[src/rtl/mmio_uart_tx.sv]
// mmio_uart_tx: zero-wait-state memory-mapped 8N1 serial transmitter.
// A 4-byte register window sits at BASE_ADDR: TXDATA, STATUS, CTRL and a reserved byte.
// Bytes written to TXDATA are queued in a small FIFO and shifted out LSB first on tx.
// The read-data port is named dout because "do" is a reserved word in SystemVerilog.
// Optional feature macro: MMIO_UART_TX_PARITY_EN. When it is defined, an even-parity
// bit is sent between the data bits and the stop bit.

module mmio_uart_tx #(
    parameter logic [15:0] BASE_ADDR    = 16'hFF00,
    parameter int unsigned CLKS_PER_BIT = 16,
    parameter int unsigned FIFO_DEPTH   = 4
) (
    input  logic        clk,
    input  logic        rst,
    input  logic [15:0] addr,
    input  logic [7:0]  di,
    input  logic        we,
    output logic [7:0]  dout,
    output logic        sel,
    output logic        tx
);

    localparam int unsigned PTR_W  = (FIFO_DEPTH > 1) ? $clog2(FIFO_DEPTH) : 1;
    localparam int unsigned CNT_W  = $clog2(FIFO_DEPTH + 1);
    localparam int unsigned BAUD_W = (CLKS_PER_BIT > 1) ? $clog2(CLKS_PER_BIT) : 1;

    localparam logic [1:0] OFF_TXDATA = 2'd0;
    localparam logic [1:0] OFF_STATUS = 2'd1;
    localparam logic [1:0] OFF_CTRL   = 2'd2;

    typedef enum logic [2:0] {
        S_IDLE,
        S_START,
        S_DATA,
`ifdef MMIO_UART_TX_PARITY_EN
        S_PARITY,
`endif
        S_STOP
    } state_e;

    // Register state
    state_e              state_q,    state_d;
    logic [BAUD_W-1:0]   baud_q,     baud_d;
    logic [2:0]          bit_idx_q,  bit_idx_d;
    logic [7:0]          shift_q,    shift_d;
    logic                tx_q,       tx_d;
    logic [PTR_W-1:0]    wr_ptr_q,   wr_ptr_d;
    logic [PTR_W-1:0]    rd_ptr_q,   rd_ptr_d;
    logic [CNT_W-1:0]    count_q,    count_d;
    logic                overflow_q, overflow_d;
    logic                enable_q,   enable_d;
    logic [7:0]          mem_q [FIFO_DEPTH];
    logic [7:0]          mem_d [FIFO_DEPTH];
`ifdef MMIO_UART_TX_PARITY_EN
    logic                parity_q,   parity_d;
`endif

    // Decode and handshake helpers
    logic [16:0] addr_ext_c;
    logic [1:0]  reg_off_c;
    logic        wr_txdata_c;
    logic        wr_ctrl_c;
    logic        fifo_full_c;
    logic        fifo_empty_c;
    logic        pop_c;
    logic        push_c;
    logic        ovf_evt_c;
    logic        baud_last_c;
    logic [7:0]  head_c;
    logic [4:0]  count5_c;
    logic [3:0]  count_sat_c;
    logic [7:0]  status_c;

    // Address window decode; 17-bit compare so a window near the top of memory does not wrap.
    always_comb begin
        addr_ext_c  = {1'b0, addr};
        sel         = (addr_ext_c >= {1'b0, BASE_ADDR}) &&
                      (addr_ext_c <= ({1'b0, BASE_ADDR} + 17'd3));
        reg_off_c   = 2'(addr - BASE_ADDR);
        wr_txdata_c = we && sel && (reg_off_c == OFF_TXDATA);
        wr_ctrl_c   = we && sel && (reg_off_c == OFF_CTRL);
    end

    // FIFO status, push/pop arbitration and baud terminal count
    always_comb begin
        fifo_full_c  = (count_q == CNT_W'(FIFO_DEPTH));
        fifo_empty_c = (count_q == '0);
        pop_c        = (state_q == S_IDLE) && enable_q && !fifo_empty_c;
        push_c       = wr_txdata_c && (!fifo_full_c || pop_c);
        ovf_evt_c    = wr_txdata_c && !push_c;
        baud_last_c  = (baud_q == BAUD_W'(CLKS_PER_BIT - 1));
        head_c       = mem_q[rd_ptr_q];
    end

    // FIFO pointers, occupancy, sticky overflow and enable
    always_comb begin
        mem_d      = mem_q;
        wr_ptr_d   = wr_ptr_q;
        rd_ptr_d   = rd_ptr_q;
        count_d    = count_q;
        overflow_d = overflow_q;
        enable_d   = enable_q;

        if (push_c) begin
            mem_d[wr_ptr_q] = di;
            wr_ptr_d        = wr_ptr_q + PTR_W'(1);
        end
        if (pop_c) begin
            rd_ptr_d = rd_ptr_q + PTR_W'(1);
        end
        case ({push_c, pop_c})
            2'b10:   count_d = count_q + CNT_W'(1);
            2'b01:   count_d = count_q - CNT_W'(1);
            default: count_d = count_q;
        endcase

        // An overflow in the same cycle as a clear request leaves the flag set.
        if (ovf_evt_c) begin
            overflow_d = 1'b1;
        end else if (wr_ctrl_c && di[1]) begin
            overflow_d = 1'b0;
        end
        if (wr_ctrl_c) begin
            enable_d = di[0];
        end
    end

    // TX framing FSM: next state, baud counter, shifter and line value
    always_comb begin
        state_d   = state_q;
        baud_d    = baud_q;
        bit_idx_d = bit_idx_q;
        shift_d   = shift_q;
        tx_d      = tx_q;
`ifdef MMIO_UART_TX_PARITY_EN
        parity_d  = parity_q;
`endif

        case (state_q)
            S_IDLE: begin
                baud_d = '0;
                tx_d   = 1'b1;
                if (pop_c) begin
                    state_d   = S_START;
                    shift_d   = head_c;
                    bit_idx_d = 3'd0;
                    tx_d      = 1'b0;
`ifdef MMIO_UART_TX_PARITY_EN
                    parity_d  = ^head_c;
`endif
                end
            end
            S_START: begin
                baud_d = baud_q + BAUD_W'(1);
                if (baud_last_c) begin
                    baud_d  = '0;
                    state_d = S_DATA;
                    tx_d    = shift_q[0];
                end
            end
            S_DATA: begin
                baud_d = baud_q + BAUD_W'(1);
                if (baud_last_c) begin
                    baud_d = '0;
                    if (bit_idx_q == 3'd7) begin
`ifdef MMIO_UART_TX_PARITY_EN
                        state_d = S_PARITY;
                        tx_d    = parity_q;
`else
                        state_d = S_STOP;
                        tx_d    = 1'b1;
`endif
                    end else begin
                        shift_d   = shift_q >> 1;
                        tx_d      = shift_q[1];
                        bit_idx_d = bit_idx_q + 3'd1;
                    end
                end
            end
`ifdef MMIO_UART_TX_PARITY_EN
            S_PARITY: begin
                baud_d = baud_q + BAUD_W'(1);
                if (baud_last_c) begin
                    baud_d  = '0;
                    state_d = S_STOP;
                    tx_d    = 1'b1;
                end
            end
`endif
            S_STOP: begin
                baud_d = baud_q + BAUD_W'(1);
                tx_d   = 1'b1;
                if (baud_last_c) begin
                    baud_d  = '0;
                    state_d = S_IDLE;
                end
            end
            default: begin
                state_d = S_IDLE;
                baud_d  = '0;
                tx_d    = 1'b1;
            end
        endcase
    end

    // Control and datapath registers with synchronous reset
    always_ff @(posedge clk) begin
        if (rst) begin
            state_q    <= S_IDLE;
            baud_q     <= '0;
            bit_idx_q  <= '0;
            shift_q    <= '0;
            tx_q       <= 1'b1;
            wr_ptr_q   <= '0;
            rd_ptr_q   <= '0;
            count_q    <= '0;
            overflow_q <= 1'b0;
            enable_q   <= 1'b1;
`ifdef MMIO_UART_TX_PARITY_EN
            parity_q   <= 1'b0;
`endif
        end else begin
            state_q    <= state_d;
            baud_q     <= baud_d;
            bit_idx_q  <= bit_idx_d;
            shift_q    <= shift_d;
            tx_q       <= tx_d;
            wr_ptr_q   <= wr_ptr_d;
            rd_ptr_q   <= rd_ptr_d;
            count_q    <= count_d;
            overflow_q <= overflow_d;
            enable_q   <= enable_d;
`ifdef MMIO_UART_TX_PARITY_EN
            parity_q   <= parity_d;
`endif
        end
    end

    // FIFO storage; contents are meaningless while count is zero, so no reset
    always_ff @(posedge clk) begin
        mem_q <= mem_d;
    end

    // Combinational read mux; count field saturates at 15 for a 16-deep FIFO
    always_comb begin
        count5_c    = 5'(count_q);
        count_sat_c = (count5_c > 5'd15) ? 4'hF : count5_c[3:0];
        status_c    = {count_sat_c, overflow_q, (state_q != S_IDLE), fifo_empty_c, fifo_full_c};
        dout        = 8'h00;
        if (sel) begin
            case (reg_off_c)
                OFF_STATUS: dout = status_c;
                OFF_CTRL:   dout = {7'b0, enable_q};
                default:    dout = 8'h00;
            endcase
        end
    end

    assign tx = tx_q;

endmodule

[config.mk]
export PLATFORM = sky130hd
export DESIGN_NAME = mmio_uart_tx
export DESIGN_NICKNAME = d
export VERILOG_FILES = /design/src/rtl/mmio_uart_tx.sv
export SDC_FILE = /design/constraint.sdc
export NUM_CORES = 1
export LEC_CHECK = 0
export ABC_AREA = 1
export BUFFER_PORTS_ARGS = -buffer_cell sky130_fd_sc_hd__buf_4
export CAP_MARGIN = 20
export CORE_MARGIN = 2
export CORE_UTILIZATION = 52
export DETAILED_ROUTE_END_ITERATION = 6
export GPL_TIMING_DRIVEN = 0
export PLACE_DENSITY = 0.82
export SLEW_MARGIN = 20
export SYNTH_ARGS = -nofsm -noshare
export SYNTH_HDL_FRONTEND = slang
export SYNTH_SLANG_ARGS = --single-unit
[constraint.sdc]
create_clock -name clk -period 2.3 [get_ports clk]
set_input_delay 0.115 -clock clk [delete_from_list [all_inputs] [get_ports clk]]
set_output_delay 0.115 -clock clk [all_outputs]
set_load 0.01 [all_outputs]
==> impl_metrics.json, run 1 <==
{
  "post-route-cell-area_mm2": 0.003611,
  "multiInputGateArea_mm2": 0.001227,
  "cts_made_buffers": 9,
  "synth_cells": 323,
  "clk_pin_slew_ns": 0.06,
  "reg2reg_slack_ns": 0.13,
  "rsz0062_at_grt": "no",
  "ios": 37,
  "drt_iter0_drc": 161,
  "outcome": "completed",
  "critPathMaxFanout": 8,
  "postPlaceCellArea_mm2": 0.003263,
  "synth_xor_area_frac": 0.003009,
  "ff2ff_path_depth": 9,
  "cts_tree": "yes",
  "synth_cell_types": 38,
  "hold_viol": 0,
  "ant_nets": 0,
  "slowest_delay_ns": 0.62,
  "nNetsFinal": 423,
  "setup_viol": 0,
  "slew_violations": 0,
  "drt-vias-per-instance": 5.059,
  "avgRoutedWirePerCell_um": 12.59,
  "startpoint": "state_q[1]",
  "worst_slew_pin_slew_ns": 0.8155,
  "vias": 2312,
  "yosys_warnings": 0,
  "io_buffers": 35,
  "rr_startpoint": "state_q[1]",
  "htree_levels": 3,
  "synth_top_area_frac": 0.3302,
  "path_class": "flop to flop",
  "cp_slowest_cell": "nor2_1",
  "period_needed_ns": 2.173,
  "r2r_end": "mem_q[17]",
  "antenna_found_initial": 0,
  "root_buffer": "clkbuf_8",
  "drive_above_1_share": 0.2364,
  "worst_setup_path_end_kind": "flop",
  "clk_path_buf_depth": 2,
  "seq_area_mm2": 0.001504,
  "crit_end": "mem_q[17]",
  "syn_nets": 366,
  "syn_area_mm2": 0.002910,
  "synth_area_leader_cell": "edfxtp_1",
  "synth.avg_cell_area_um2": 9.010,
  "crit_required_ns": 2.27,
  "synth-compound-area-share": 0.08985,
  "fin_skew_ns": 0.007820,
  "synth_top_family_by_area": "simple AND/OR/NAND/NOR gates",
  "ys_seq_area_frac": 0.5159,
  "synth-seq-cells": 59,
  "synthAdderAreaFrac": 0.07137,
  "dieArea_mm2": 0.006211,
  "initial_core_util": 0.5351,
  "cp-start-kind": "flop",
  "core-area_mm2": 0.005439,
  "ir_worst_vdd_mv": 0.5088,
  "dr.pass1.iters": 4,
  "fillers": 420,
  "numClockSinks": 59,
  "grt_pass1_vias": 2140,
  "drc": 0,
  "cp_cell_sequence": "inv_1 -> ha_4 -> nand2_1 -> inv_2 -> nor2_2 -> inv_2 -> nand4_4 -> buf_4 -> nor2_1",
  "grt_max_degree": 12,
  "insertion_delay_ns": 0.35,
  "grt_overflow": 0,
  "place_hpwl_um": 3966,
  "die_height_um": 78.81,
  "grt_pass1_wl_um": 9335,
  "crit_top_cell": "inv_2",
  "max_freq_ghz": 0.4602,
  "crit_arrival_ns": 2.14,
  "relSlewSlack": 0.4543,
  "finalCritPeriodShare": 0.9447,
  "p_leak_nw": 1.530,
  "gr-usage-all-layers": 0.1973,
  "synth-simple-area-share": 0.2481,
  "powerDensity_mw_per_mm2": 965.3,
  "dieWidth_um": 78.81,
  "drt-total-wl_um": 5752,
  "gp_congestion": 0.7385,
  "final_util": 0.6639,
  "diodes": 0,
  "rows": 27,
  "drv_cap": 0,
  "yosys-top-cells-area": "edfxtp_1 33%, dfxtp_1 19%, nor2_1 8.5%, ha_1 6.4%, nand2_1 6.2%",
  "area_growth_pct": 24.08,
  "hp-class": "primary input to flop",
  "fin_ws_ns": 0.1272,
  "pre_cts_ws_ns": -0.2093,
  "muxShareOfSynthArea": 0
}
## metrics by stage
| stage | instances | TNS (ns) | power, W | hold slack, ns |
|---|---|---|---|---|
| after floorplan | 323 | 0 | 0.002150 | 0.1841 |
| after global placement | 430 | -0.1164 | 0.002376 | 0.3137 |
| after detailed placement | 430 | -0.2093 | 0.002415 | 0.3171 |
| after CTS | 455 | 0 | 0.003483 | 0.08822 |
| after global routing | 457 | 0 | 0.003713 | 0.1062 |
| final | 457 | 0 | 0.003486 | 0.1072 |
## placed cells by master (no fill, tap or decap), types with 3 or more instances in the layout
cell,synthesis,final
nand2_2,3,3
nand3_1,19,19
dfxtp_1,27,25
o21ai_1,7,9
buf_4,4,41
edfxtp_1,32,32
clkbuf_8,0,9
clkbuf_1,2,3
inv_1,29,27
nor2_1,66,65
ha_1,15,13
nor2_2,2,3
nand3_2,3,3
inv_2,3,6
o21ai_0,23,21
dlygate4sd3_1,0,9
nand2_1,48,48
a21oi_1,13,12
nand4_1,4,4
## how the worst min path moves through the flow
stage	startpoint	endpoint	slack, ns	cells past startpoint
floorplan	rst	bit_idx_q[1]	0.18	1
detailed placement	di[7]	mem_q[23]	0.32	1
global route	we	enable_q	0.11	3
finish	we	enable_q	0.11	3
global placement	di[7]	mem_q[23]	0.31	1
CTS	we	enable_q	0.09	3
## worst max-delay path, delay by kind of cell (launching register included)
kind          cells  cell delay [ns]
simple gates      4             0.86
buf+inv           4             0.44
flops             1             0.33
fa+ha+maj         1             0.18
## synth_stat cells
| library cell | count |
|---|---|
| nand2_4 | 2 |
| or2_1 | 1 |
| a21oi_1 | 13 |
| nand3_2 | 3 |
| nand4_1 | 4 |
| ha_1 | 15 |
| clkinv_1 | 1 |
| nand2_1 | 48 |
| edfxtp_1 | 32 |
| o2111ai_1 | 1 |
| nor2_2 | 2 |
| a21boi_2 | 1 |
| inv_6 | 1 |
| dfxtp_1 | 27 |
| o21ai_1 | 7 |
| nand3b_1 | 1 |
| nand4_4 | 1 |
| nor2_8 | 1 |
| buf_12 | 1 |
| fa_1 | 1 |
| buf_4 | 4 |
| clkbuf_2 | 1 |
| o22ai_1 | 1 |
| nor2_1 | 66 |
| nand2_2 | 3 |
| conb_1 | 1 |
| o21ai_0 | 23 |
| inv_2 | 3 |
| o31ai_1 | 1 |
| xnor2_1 | 1 |
| clkbuf_1 | 2 |
| nand3_4 | 1 |
| inv_1 | 29 |
| nand3_1 | 19 |
| o22ai_2 | 1 |
| buf_2 | 2 |
| nor2_4 | 1 |
| or2_2 | 1 |
## report_power, final
group	switching, W	internal [W]	total (W)
sequential	0.0000572	0.00122	0.00128
combinational	0.000716	0.000462	0.00118
clock	0.000420	0.000611	0.00103
total	0.00119	0.00229	0.00349
## cells by family (layout without fill, tap and decap cells)
kind of cell               after synthesis  after routing
other                                    1              1
xor gates and xnor gates                 1              1
buffers and inverters                   44            106
adders and majority gates               16             16
DFF                                     59             59
and+or+nand+nor                        154            154
AOI/OAI and AO/OA                       48             48
## sequential cells by signal (all words and copies together), names as in the netlist, 2 cells and up
signal	cells
bit_idx_q	3
shift_q	8
count_q	3
rd_ptr_q	2
baud_q	4
state_q	2
wr_ptr_q	2
mem_q	32
## final cells by class
cell class / instances / area share
Inverter: 34 / 0.03673
Sequential cell: 59 / 0.4165
Tap cell: 72 / 0.02495
Timing Repair Buffer: 46 / 0.1019
Clock inverter: 6 / 0.02460
Buffer: 10 / 0.02010
Clock buffer: 10 / 0.03534
Multi-Input combinational cell: 220 / 0.3399
## layer usage
metal,GRT usage,part of all wire,up-vias
li1,-,-,1175
met1,0.2349,0.42,1056
met2,0.3248,0.52,72
met3,0.06818,0.055,9
met4,0.08621,0.011,0
met5,0,0,-
## timing repair
item | in CTS | in global routing
setup endpoints to repair | 1 | 1
hold buffers | 9 | 0
hold endpoints to repair | 36 | 0
setup buffers | 0 | 2
cloned | 0 | 0
pin swaps | 1 | 2
resized for setup | 6 | 7
Note: power is estimated with default switching activity, not from simulation.
==> run 2, diff against run 1 <==
- CORE_UTILIZATION: 52 -> 60
- PLACE_DENSITY: 0.82 -> 0.88
- clock period: 2.3 -> 2.7 ns (I/O delays scaled with it)
==> run 2 against run 1 <==
Against the previous run: via count is 1.2% higher; non-clock buffer count is 4 lower; critical path depth is 5 higher; combinational power is 16% lower; clock-buffer cell count is 1 higher; utilization is 8.4 points higher; sequential power is 15% lower; clock power is 23% lower.
==> impl_metrics.json, run 2 (same netlist as run 1, synthesis figures left out) <==
{
  "outcome": "completed",
  "relSlewSlack": 0.4820,
  "hold_viol": 0,
  "vias": 2340,
  "max_freq_ghz": 0.4008,
  "slowest_delay_ns": 0.38,
  "grt_pass1_wl_um": 10170,
  "numClockSinks": 59,
  "grt_max_degree": 12,
  "grt_pass1_vias": 2184,
  "drt-total-wl_um": 6191,
  "gr-usage-all-layers": 0.2565,
  "largest_register_ffs": 32,
  "drc": 0,
  "slew_violations": 0,
  "cp_slowest_cell": "fa_1",
  "rows": 25,
  "dr.pass1.iters": 4,
  "avgRoutedWirePerCell_um": 14.23,
  "cts_made_buffers": 9,
  "hp-class": "primary input to flop",
  "htree_levels": 3,
  "clkPwrFrac": 0.275,
  "p_sw_w": 0.001007,
  "drt_iter0_drc": 130,
  "path_class": "flop to flop",
  "setup_viol": 0,
  "finalSetupTns_ns": 0,
  "drive_above_1_share": 0.2100,
  "place_hpwl_um": 4067,
  "area_growth_pct": 20.64,
  "dieArea_mm2": 0.005424,
  "insertion_delay_ns": 0.34,
  "grt_overflow": 0,
  "cts_setup_buffers": 0,
  "top_register": "mem_q",
  "layout_commonest_cell": "nor2_1",
  "cp_cell_sequence": "inv_1 -> ha_2 -> nand2_1 -> clkinv_1 -> nor2_2 -> inv_1 -> nand4_4 -> ha_1 -> inv_1 -> fa_1 -> a21oi_1 -> o21ai_0 -> o21ai_0 -> a21oi_1",
  "antenna_found_initial": 0,
  "swShare": 0.3514,
  "ir_worst_vdd_mv": 0.5098,
  "crit_top_cell": "inv_1",
  "critPathMaxFanout": 8,
  "root_buffer": "clkbuf_8",
  "reg_top3": "mem_q x32, shift_q x8, baud_q x4",
  "postPlaceCellArea_mm2": 0.003241,
  "rsz0062_at_grt": "no",
  "worst_slew_pin_slew_ns": 0.7742,
  "period_needed_ns": 2.495,
  "ios": 37,
  "cp-start-kind": "flop",
  "die_height_um": 73.65,
  "clk_pin_slew_ns": 0.06,
  "worst_setup_path_end_kind": "flop",
  "ant_nets": 0,
  "finalCritPeriodShare": 0.9240,
  "crit_arrival_ns": 2.72,
  "powerDensity_mw_per_mm2": 816.2,
  "p_comb_frac": 0.346,
  "core-area_mm2": 0.004692,
  "power.internal_w": 0.001859,
  "initial_core_util": 0.6203,
  "post-route-cell-area_mm2": 0.003511,
  "drv_cap": 0,
  "cts_tree": "yes",
  "crit_required_ns": 2.92,
  "pwr-share-seq": 0.379,
  "clk_path_buf_depth": 2,
  "diodes": 0,
  "p_leak_nw": 1.506,
  "fin_skew_ns": 0.004981,
  "gp_congestion": 0.8217,
  "nNetsFinal": 419,
  "io_buffers": 35,
  "dieWidth_um": 73.65,
  "mostFrequentLayoutCells": "65 x nor2_1, 48 x nand2_1, 39 x buf_4",
  "drt-vias-per-instance": 5.379
}
run 2: repair_timing:
item | in CTS | in global routing
setup endpoints to repair | 0 | 1
hold buffers | 7 | 0
gates resized for setup | 0 | 2
endpoints found under the hold margin | 25 | 0
run 2: path summary, 6_finish.rpt:
kind | start | endpoint | slack (ns) | cells after the start
max | state_q[0] | count_q[2] | 0.21 | 14
min | di[0] | mem_q[8] | 0.02 | 1
max reg2reg | state_q[0] | count_q[2] | 0.21 | 14
min reg2reg | baud_q[0] | baud_q[0] | 0.46 | 1
run 2: power by group through the flow:
stage	registers [W]	logic, W	clock network (W)
after global routing	0.00110	0.00112	0.000836
after detailed placement	0.00110	0.000950	0
after CTS	0.00109	0.000978	0.000796
final	0.00109	0.000991	0.000788
after floorplan	0.00110	0.000736	0
after global placement	0.00110	0.000921	0
run 2: layout make-up:
class                      count  area (µm²)
buffer                        10       72.57
fill                         317        1181
tap                           54       67.56
inverter                      34       132.6
timing repair buffer          42       332.8
clock inverter                 5       53.80
multi-input combinational    220        1209
sequential                    59        1501
clock buffer                  11       141.4
run 2: metrics by stage:
step	setup WS, ns	cells	total power (W)	hold slack, ns	utilization
3_3_place_gp	0.2829	412	0.002021	0.3343	0.6907
2_1_floorplan	0.4629	323	0.001832	0.2041	-
5_1_grt	0.02251	435	0.003055	0.001441	0.7483
4_1_cts	0.1808	435	0.002862	0.004149	0.7472
6_report	0.2051	435	0.002866	0.02046	0.7483
3_5_place_dp	0.2178	412	0.002055	0.3411	0.6907
run 2: per-layer routing:
metal	GRT usage	vias to the layer above	wire length (µm)	share of wire
met3	0.06173	17	323	0.052
met4	0.1212	0	164	0.026
met1	0.3237	1067	2587	0.42
met2	0.4147	88	3116	0.50
li1	-	1168	-	-
met5	0	-	0	0
run 2: worst max-delay path: cells and delay by family, from the launching register on:
kind,cells,cell delay (ns)
AOI/OAI and AO/OA,4,0.51
and+or+nand+nor,3,0.38
DFF,1,0.37
buffers and inverters,4,0.36
adders and majority gates,3,0.77
==> run 3, diff against run 2 <==
==> constraint.sdc (replaced) <==
create_clock -name clk -period 2.7 [get_ports clk]
set_input_delay 0.54 -clock clk [delete_from_list [all_inputs] [get_ports clk]]
set_output_delay 0.54 -clock clk [all_outputs]
set_load 0.01 [all_outputs]
==> run 3 against run 2 <==
Against the previous run: via count decreased by 1.1%; wire length decreased by 2.4%; worst hold slack improved by 0.38 ns; flip-flop and latch count unchanged; cell count decreased by 1.6%; setup slack about the same; clock-buffer cell count unchanged; die area unchanged; clock skew about the same; non-clock buffer count decreased by 7; first-iteration DRC count increased by 11%; critical endpoint unchanged.
==> impl_metrics.json, run 3 (same netlist as run 1, synthesis figures left out) <==
{
  "insertion_delay_ns": 0.34,
  "hp-start": "di[6]",
  "ir_worst_vdd_mv": 0.5058,
  "critPathMaxFanout": 8,
  "crit_required_ns": 2.93,
  "clk_pin_slew_ns": 0.06,
  "max_freq_ghz": 0.4008,
  "diodes": 0,
  "setup_viol": 0,
  "ios": 37,
  "multiInputGateArea_mm2": 0.001209,
  "drt-total-wl_um": 6044,
  "drv_cap": 0,
  "dieWidth_um": 73.65,
  "area_growth_pct": 18.23,
  "slowest_delay_ns": 0.38,
  "hold_viol": 0,
  "fin_skew_ns": 0.004676,
  "crit_arrival_ns": 2.72,
  "htree_levels": 3,
  "layout_commonest_cell": "nor2_1",
  "dieArea_mm2": 0.005424,
  "die_height_um": 73.65,
  "hold_slack_ns": 0.3986,
  "outcome": "completed",
  "startpoint": "state_q[0]",
  "io_buffers": 35,
  "gr-usage-all-layers": 0.2515,
  "worst_slew_pin_slew_ns": 0.7619,
  "drt_iter0_drc": 144,
  "dpl.cell_count": 412,
  "root_buffer": "clkbuf_8",
  "core-area_mm2": 0.004692,
  "final_cells": 428,
  "cts_made_buffers": 9,
  "whs_path_depth": 1,
  "slew_violations": 0,
  "hp-class": "primary input to flop",
  "dr.pass1.iters": 4,
  "powerDensity_mw_per_mm2": 830.7,
  "p_leak_nw": 1.477,
  "crit_cells": 14,
  "grt_pass1_vias": 2149,
  "rsz0062_at_grt": "no",
  "grt_pass1_wl_um": 9963,
  "critical-path-top-delay-family": "adder cells",
  "initial_core_util": 0.6203,
  "fillers": 328,
  "fin_ws_ns": 0.2052,
  "antenna_found_initial": 0,
  "drc": 0,
  "path_class": "flop to flop",
  "grt_overflow": 0,
  "grt_max_degree": 12,
  "period_needed_ns": 2.495,
  "ant_nets": 0,
  "crit_top_cell": "inv_1",
  "gp_congestion": 0.8217,
  "cts_tree": "yes",
  "cp_slowest_cell": "fa_1",
  "top_register": "mem_q",
  "drt-vias-per-instance": 5.407,
  "largest_register_ffs": 32,
  "avgRoutedWirePerCell_um": 14.12,
  "nNetsFinal": 412,
  "place_hpwl_um": 4067,
  "finalCritPeriodShare": 0.9240,
  "mostFrequentLayoutCells": "65 x nor2_1, 48 x nand2_1, 39 x buf_4",
  "reg2reg_slack_ns": 0.21,
  "cp-start-kind": "flop",
  "rr_startpoint": "state_q[0]",
  "clk_path_buf_depth": 2,
  "ff2ff_path_depth": 14,
  "cp_cell_sequence": "inv_1 -> ha_2 -> nand2_1 -> clkinv_1 -> nor2_2 -> inv_1 -> nand4_4 -> ha_1 -> inv_1 -> fa_1 -> a21oi_1 -> o21ai_0 -> o21ai_0 -> a21oi_1",
  "seq_area_mm2": 0.001501,
  "reg_top3": "mem_q x32, shift_q x8, baud_q x4",
  "finalSetupTns_ns": 0,
  "whs_endpoint": "mem_q[30]",
  "r2r_end": "count_q[2]",
  "relSlewSlack": 0.4902,
  "rows": 25,
  "vias": 2314,
  "path_buf_inv": 4,
  "worst_setup_path_end_kind": "flop",
  "pre_cts_ws_ns": 0.2178,
  "drive_above_1_share": 0.2139,
  "numClockSinks": 59
}
==> run 3: changes by cell type in the layout (fill, tap and decap cells not counted), sizes merged <==
cell	delta
dlygate4sd3	-7
==> run 3: where the power goes <==
part / total [W] / switching [W] / internal, W
registers: 0.00109 / 0.0000498 / 0.00104
logic: 0.000982 / 0.000613 / 0.000369
clock network: 0.000789 / 0.000343 / 0.000446
total: 0.00286 / 0.00101 / 0.00185
==> run 3: worst max-delay path by stage <==
| stage | endpoint | slack [ns] |
|---|---|---|
| 2_1_floorplan | count_q[2] | 0.46 |
| 3_3_place_gp | count_q[2] | 0.28 |
| 3_5_place_dp | count_q[2] | 0.22 |
| 4_1_cts | count_q[2] | 0.18 |
| 5_1_grt | count_q[2] | 0.02 |
| 6_report | count_q[2] | 0.21 |
==> run 3: cell type report <==
cell class	count	area share
buffer	10	0.02109
clock buffer	11	0.04109
clock inverter	5	0.01564
inverter	34	0.03855
multi-input combinational	220	0.3513
sequential	59	0.4364
tap	54	0.01964
timing repair buffer	35	0.07636
==> run 3: per-layer routing <==
metal,track usage,wire length [µm],up-vias
met5,0,0,-
met4,0.1212,190,0
met3,0.06173,423,21
met2,0.4048,3009,93
met1,0.3174,2421,1045
li1,-,-,1155
==> run 3: stage by stage <==
stage	total power, W	utilization	cell area (µm²)
after floorplan	0.001832	-	2910
after global placement	0.002021	0.6907	3241
after detailed placement	0.002055	0.6907	3241
after CTS	0.002854	0.7323	3436
after global routing	0.003046	0.7333	3441
final	0.002858	0.7333	3441
==> run 3: worst register-to-register path, stage by stage (launching register included) <==
cell and delay, ns:
dfxtp_1 0.37, inv_1 0.09, ha_2 0.23, nand2_1 0.08, clkinv_1 0.11, nor2_2 0.15, inv_1 0.09, nand4_4 0.15
ha_1 0.16, inv_1 0.07, fa_1 0.38, a21oi_1 0.14, o21ai_0 0.12, o21ai_0 0.19, a21oi_1 0.06
==> run 3: what timing repair did <==
action | CTS | global route
hold buffers | 0 | 0
buffers inserted | 0 | 0
endpoints found under the setup margin | 0 | 1
gates resized for setup | 0 | 2
